[src/rtl/rf_writeback_arbiter.sv]
// Round-robin arbiter sharing the register-file write port among NREQ writeback requesters, with pending-write scoreboard (RF_WB_BYPASS_EN adds same-cycle bypass).
// Latency: accept at edge N -> rf_ld/rf_addr/rf_data valid during cycle N+1, commit at edge N+1.
// Backpressure: output stage never stalls; one valid requester granted per cycle, so each waits at most NREQ cycles.
module rf_writeback_arbiter #(
  parameter int NREQ = 3,
  parameter int DW   = 32,
  parameter int AW   = 4
) (
  input  logic                 Clk,
  input  logic                 Clr,
  input  logic [NREQ-1:0]      req_valid,
  output logic [NREQ-1:0]      req_ready,
  input  logic [NREQ*AW-1:0]   req_addr,
  input  logic [NREQ*DW-1:0]   req_data,
  input  logic                 alloc_en,
  input  logic [AW-1:0]        alloc_addr,
  input  logic [AW-1:0]        rd_sel1,
  input  logic [AW-1:0]        rd_sel2,
  input  logic [DW-1:0]        rd_q1,
  input  logic [DW-1:0]        rd_q2,
  output logic                 rf_ld,
  output logic [AW-1:0]        rf_addr,
  output logic [DW-1:0]        rf_data,
  output logic [DW-1:0]        byp_q1,
  output logic [DW-1:0]        byp_q2,
  output logic [(1<<AW)-1:0]   busy_mask,
  output logic                 stall,
  output logic                 wb_err
);

  localparam int NR = 1 << AW;
  localparam int PW = $clog2(NREQ);

  logic [PW-1:0] rr_ptr;
  logic [PW-1:0] rr_nxt;
  logic [PW-1:0] gnt_idx;
  logic [PW-1:0] cand;
  logic          gnt_any;
  logic [AW-1:0] sel_addr;
  logic [DW-1:0] sel_data;
  logic [NR-1:0] set_vec;
  logic [NR-1:0] clr_vec;
  logic          hit1;
  logic          hit2;

  // First valid requester at or after rr_ptr, searching upward with wrap.
  always_comb begin
    gnt_idx   = '0;
    gnt_any   = 1'b0;
    cand      = '0;
    req_ready = '0;
    for (int k = 0; k < NREQ; k++) begin
      cand = PW'((int'(rr_ptr) + k) % NREQ);
      if (!gnt_any && req_valid[cand]) begin
        gnt_any = 1'b1;
        gnt_idx = cand;
      end
    end
    if (gnt_any) req_ready[gnt_idx] = 1'b1;
  end

  always_comb begin
    sel_addr = '0;
    sel_data = '0;
    for (int k = 0; k < NREQ; k++) begin
      if (gnt_idx == PW'(k)) begin
        sel_addr = req_addr[k*AW +: AW];
        sel_data = req_data[k*DW +: DW];
      end
    end
    rr_nxt = (gnt_idx == PW'(NREQ-1)) ? '0 : gnt_idx + 1'b1;
  end

  always_ff @(posedge Clk or negedge Clr) begin
    if (!Clr) begin
      rr_ptr  <= '0;
      rf_ld   <= 1'b0;
      rf_addr <= '0;
      rf_data <= '0;
      wb_err  <= 1'b0;
    end else begin
      rf_ld <= gnt_any;
      if (gnt_any) begin
        rr_ptr  <= rr_nxt;
        rf_addr <= sel_addr;
        rf_data <= sel_data;
        if (!busy_mask[sel_addr]) wb_err <= 1'b1;
      end
    end
  end

  // Set is applied after clear so a same-edge re-reservation keeps the bit.
  assign set_vec = alloc_en ? (NR'(1) << alloc_addr) : '0;
  assign clr_vec = rf_ld    ? (NR'(1) << rf_addr)    : '0;

  always_ff @(posedge Clk or negedge Clr) begin
    if (!Clr) busy_mask <= '0;
    else      busy_mask <= (busy_mask & ~clr_vec) | set_vec;
  end

`ifdef RF_WB_BYPASS_EN
  assign hit1   = rf_ld && (rf_addr == rd_sel1);
  assign hit2   = rf_ld && (rf_addr == rd_sel2);
  assign byp_q1 = hit1 ? rf_data : rd_q1;
  assign byp_q2 = hit2 ? rf_data : rd_q2;
`else
  assign hit1   = 1'b0;
  assign hit2   = 1'b0;
  assign byp_q1 = rd_q1;
  assign byp_q2 = rd_q2;
`endif

  assign stall = (busy_mask[rd_sel1] & ~hit1) | (busy_mask[rd_sel2] & ~hit2);

endmodule

[config.mk]
export PLATFORM = sky130hd
export DESIGN_NAME = rf_writeback_arbiter
export DESIGN_NICKNAME = d
export VERILOG_FILES = /design/src/rtl/rf_writeback_arbiter.sv
export SDC_FILE = /design/constraint.sdc
export NUM_CORES = 1
export LEC_CHECK = 0
export BUFFER_PORTS_ARGS = -buffer_cell sky130_fd_sc_hd__clkbuf_2
export CAP_MARGIN = 20
export CELL_PAD_IN_SITES_DETAIL_PLACEMENT = 0
export CELL_PAD_IN_SITES_GLOBAL_PLACEMENT = 1
export CORE_MARGIN = 2
export CORE_UTILIZATION = 24
export CTS_CLUSTER_DIAMETER = 80
export DETAILED_ROUTE_END_ITERATION = 8
export GPL_TIMING_DRIVEN = 0
export PLACE_DENSITY_LB_ADDON = 0.1
export SLEW_MARGIN = 20
export SYNTH_ARGS = -nofsm -noshare
export SYNTH_HDL_FRONTEND = slang
export SYNTH_SLANG_ARGS = --single-unit
[constraint.sdc]
create_clock -name Clk -period 2.7 [get_ports Clk]
set_input_delay 0.405 -clock Clk [delete_from_list [all_inputs] [get_ports Clk]]
set_output_delay 0.405 -clock Clk [all_outputs]
set_load 0.01 [all_outputs]
**Word-level counts from Yosys, hierarchy flattened**

Index checks and enable logic that the tools add are counted.

- Bits in registers: 56
- Logic and storage cells: 66

- Add/sub/neg operators: 3
- Divide/modulo/power cells: 3
- Order comparisons: 8
- Eq/ne operators: 2
- Shift operators: 2
- Mux-type cells: 30
- Bitwise logic cells: 5
- Reduce and logical (&&, ||, !) cells: 7

Operators by type and width:

| cell | count |
|---|---|
| 32-bit two-way mux | 3 |
| 32-bit by 3-bit remainder unit with 32-bit output, second input constant | 2 |
| 3-bit by 3-bit remainder unit with 32-bit output, second input constant | 1 |
| 16-bit two-way mux | 2 |
| 1-bit by 4-bit << shifter with 16-bit output, first input constant | 2 |
| 16-bit bitwise AND | 1 |
| 16-bit inverter | 1 |
| 16-bit OR | 1 |
| 4-bit by 5-bit less-than comparator with 1-bit output, second input constant | 3 |
| 1-bit binary-select mux with 4-bit select | 3 |
| 2-bit by 3-bit less-than comparator with 1-bit output, second input constant | 4 |
| 4-bit two-way mux | 3 |
| 1-bit two-way mux | 10 |
| 2-bit two-way mux | 4 |
| 1-bit binary-select mux with 2-bit select | 3 |
| 2-bit by 1-bit adder with 3-bit output, second input constant | 1 |
| 2-bit by 2-bit adder with 3-bit output, second input constant | 1 |
| 1-bit logical AND | 3 |
| 3-bit two-way mux | 1 |
| 2-bit by 1-bit adder with 2-bit output, second input constant | 1 |
| 1-bit demux with 2-bit select | 1 |
| 2-bit by 1-bit == test with 1-bit output, second input constant | 1 |
| 2-bit == test, second input constant | 1 |
| 2-bit by 1-bit greater-or-equal comparator with 1-bit output, second input constant | 1 |
| other kinds (5) | 6 |

**Logic depth before layout (Yosys ltp)**

- Depth after elaboration: 18
- Depth in mapped cells: 12
- Mapped depth without buffers: 11

**Least setup slack after synthesis**

No wires, ideal clock.

- Path type: reg2out
- Start point: register rr_ptr[0]
- End point: output port req_ready[0]
- Arrival: 2.201 ns
- Required time: 2.295 ns
- Path slack: 0.094 ns
- Stages on the path, launching flop included: 10
- Cells stage by stage: dfrtp_1 -> inv_1 -> ha_1 -> nand3b_1 -> o211a_1 -> a32oi_4 -> inv_2 -> buf_2 -> buf_1 -> nor3_1

- Word-level cells in the longest chain between the ends: 15
- Elaborated cells on any way between the ends: 27

RTL lines:

| element | RTL line | text |
|---|---|---|
| start: declaration | 34 | `logic [PW-1:0] rr_ptr;` |
| start signal: assignment | 84 | `rr_ptr <= rr_nxt;` |
| branches (longest 14 deep; another with 32-bit by 3-bit remainder unit with 32-bit output) | - |  |
| 3-bit two-way mux (*) | 59 | `if (gnt_any) req_ready[gnt_idx] = 1'b1;` |
| end: declaration | 12 | `output logic [NREQ-1:0] req_ready,` |

Every way passes the cells marked *. The select of a mux whose other input is x is not followed.

**Worst setup path after layout**

Same ends and word-level chain as after synthesis.

==> metrics.md <==
| Metric | Value |
|---|---|
| Status | complete, no violations |
| Vias in the first global route | 4461 |
| Final hold slack | 0.0270 ns |
| Hold buffer count at cts | 0 |
| Clk buf depth | 2 |
| Maximum vdd drop | between 400 and 500 uV |
| Grt total ovfl | 0 |
| Peak Freq | 0.379 GHz |
| Cell variety after synth | 49 |
| Net count after synthesis | 694 |
| Setup TNS | 0 ns |
| Die width | ~130 um |
| Register clock-pin slew on the reported worst setup and hold paths | 0.07 ns |
| Number of placed I/O pins | between 300 and 400 |
| Critical path endpoint category | primary output |
| Starting Density | 24.4% |
| FILL cells | 1784 |
| Syn avg cell area | 8.03 um2 |
| WL per Instance | 15.5 um |
| Worst-path maximum fanout | 6 |
| Clk_skew | 0.00444 ns |
| Unrepaired setup endpoints after global routing | yes |
| Top cell type's share of synthesized area | about a third |
| GPL Wtd Cong | between 0.8 and 0.9 |
| Data arrival, critical path | around 2.2 ns |
| Most frequent CP cell | inv_2 |
| Register area share after synthesis | 34.9% |
| Detailed Route Iter0 Violations | ~220 |
| Slowest stage delay, CP | 0.42 ns |
| Xor/xnor share of the synthesized area | 0% |
| Placement row count | 47 |
| Worst-path cell chain | inv_2, ha_4, nand3b_1, o211a_4, a32oi_4, inv_2, buf_8, buf_12, nor3_4, buf_6 |
| Area Growth Syn to Fin | 49.6% |
| Clk_lat worst skew | 0.30 ns |
| Slew Limit Fails | 0 |
| First-pass GRT wire length | 23.5 mm |
| Worst path bufs/invs | 5 |
| Slew of the pin with the lowest slew margin | 0.499 ns |
| Post-route ant nets | 0 |
| Max Cap Violations | 0 |
| Most area-hungry cell type in the Yosys netlist | dfrtp_1 |
| Initial antenna violation count | 0 |
| CORE AREA | 16500 um2 |
| Critical path type | reg2out |
| Synth warn | 0 |
| CTS Buf Count | 5 |
| Htree depth | 2 |
| Die footprint | between 15000 and 20000 um2 |
| Top cells by area, synth | dfrtp_1, buf_4, nand2_1 |
| Leak | 2.98 nW |
| Power Density | approximately 1200 nW/um2 |
| Syn Std Cell Area | 4010 um2 |
| Largest net degree at the start of global routing | 37 |
| R2R Path Start | rr_ptr[0] |
| Fin nets | 959 |
| Crit share post-route | between 90% and 100% |
| Antenna diodes | 0 |
| Synth Area in Compound Gates | 25.6% |
| Cell family with most CP delay | buffers and inverters |
| Total GRT Usage | approximately 17% |
| Die height | 133 um |
| R2r worst-path depth | 12 |
| Total number of vias | between 4000 and 5000 |
| Post-DP HPWL | 12.4 mm |
| Vias per cell | approximately 4.6 |
| IO buf count | 245 |
| R2R setup slack | approximately 0.080 ns |
| Final setup viols | 0 |
| Synthesis-stage register bit count | 56 |
| First drt pass iteration count | 4 |
| CTS sink cnt | 56 |
| Final Hold Fails | 0 |
| Share of cells above drive strength 1 | about half |
| Worst R2R End | wb_err |
| Critical Path RT | between 2 and 2.5 ns |
| CP max-delay cell | dfrtp_1 |
| Cells after synthesis | 500 |
| Crit start category | register |
| Relative max-transition margin | 66.5% |
| CTS tree | done |
| Clk root buf | clkbuf_16 |
| Post-synthesis simple-gate area fraction | ~17% |
| Hold Crit Class | in2async |
| WL final | 15.3 mm |
| Adder-cell share of the synthesized area | approximately 1.2% |
| Number of remaining DRC errors | 0 |
| Largest family of logic cells by synthesized area | compound AO/OA/AOI/OAI gates |
| Post-synthesis mux area share | 6.11% |
| Final min period | 2.64 ns |
-- state kept, by name, indices dropped and copies added, names as in the netlist --
signal / cells
rf_ld: 1
rf_data: 32
rf_addr: 4
rr_ptr: 2
wb_err: 1
busy_mask: 16
-- power by group --
| part | internal (mW) | switching, mW | leakage (nW) | total (mW) |
|---|---|---|---|---|
| registers | 1.29 | 0.438 | 0.671 | 1.72 |
| logic | 1.93 | 2.52 | 2.23 | 4.45 |
| clock network | 0.442 | 0.322 | 0.0804 | 0.764 |
-- worst max-delay path by stage --
stage / from / endpoint / slack [ns] / cells after the start
floorplan: rr_ptr[0] / req_ready[0] / 0.09 / 9
global placement: rr_ptr[0] / wb_err / -0.51 / 11
detailed placement: rr_ptr[0] / req_ready[2] / -0.50 / 9
CTS: rr_ptr[0] / req_ready[0] / -0.12 / 10
global route: rr_ptr[0] / wb_err / -0.11 / 12
finish: rr_ptr[0] / req_ready[0] / 0.06 / 10
-- logic make-up after synthesis --
kind of cell,count (synthesis)
and+or+nand+nor,153
adders and majority gates,4
AOI/OAI and AO/OA,175
buffers and inverters,100
DFF,56
muxes,12
-- placed cells by master (no fill, tap or decap), types with 5 or more instances in the layout --
master       n
mux4_2      10
clkbuf_1    12
o31ai_1     10
clkbuf_16    5
nand2b_1     9
buf_4       75
a21oi_1     65
clkbuf_2   246
a21boi_0     5
dfrtp_1     56
inv_1        5
o21ai_0     63
nand2_1    111
nand3_1      5
-- stage by stage --
| step | instances | instance area [um2] | util, % | setup slack [ns] | power [mW] |
|---|---|---|---|---|---|
| detailed placement | 966 | 5540 | 33.6 | -0.504 | 5.69 |
| global route | 986 | 6000 | 36.5 | -0.109 | 7.59 |
| CTS | 977 | 5840 | 35.4 | -0.124 | 6.71 |
| floorplan | 500 | 4010 | - | 0.0943 | 4.08 |
| finish | 986 | 6000 | 36.5 | 0.0590 | 6.94 |
| global placement | 965 | 5510 | 33.5 | -0.510 | 5.64 |
-- routing by layer --
layer | GRT usage, % | part of all wire [%]
met4 | 4.49 | 1.6
met5 | 0 | 0
met1 | 19.8 | 40
met2 | 30.2 | 51
met3 | 3.50 | 7.8
-- cells in the mapped netlist, drive strengths merged --
library cell	n
and2	1
a32o	1
nor2b	5
a221oi	1
nand2	112
dfrtp	56
nand3	5
nand2b	9
a21o	3
o211ai	4
mux2i	2
a211o	1
nor2	3
o41ai	2
o31ai	10
nand4b	1
or2	3
o2111ai	1
o221ai	1
a2111oi	1
inv	9
buf	69
and3	4
o21bai	1
a211oi	3
nor3	3
o22ai	2
a21boi	6
a32oi	1
a21oi	65
or3	1
clkbuf	22
o311ai	1
and2b	1
o211a	2
o32ai	1
nand3b	4
or3b	1
ha	4
a31oi	2
mux4	10
o21ai	64
o22a	1
o2bb2ai	1
-- worst register-to-register path, stage by stage (launching register included) --
cell and delay, ns:
dfrtp_1 0.42, inv_2 0.09, ha_4 0.16, mux2i_1 0.22
o211a_4 0.22, a21o_4 0.18, inv_8 0.06, o211ai_1 0.34
buf_4 0.22, a21boi_1 0.07, o32ai_1 0.31, o31ai_1 0.11
a31oi_1 0.14
-- cell type report --
type,instances,area [um2],share of cell area [%]
Clock buffer,5,125,2.08
Clock inverter,3,46.3,0.771
Sequential cell,56,1400,23.3
Buffer,90,644,10.7
Tap cell,220,275,4.59
Inverter,9,41.3,0.688
Timing Repair Buffer,259,1380,22.9
Multi-Input combinational cell,344,2090,34.9
-- timing repair --
item                       CTS  global route
setup endpoints to repair   42            28
buffers inserted             4             9
gates cloned                 0             0
resized for setup           29            36
pin swaps                    2             8
Note: power is estimated with default switching activity, not from simulation.
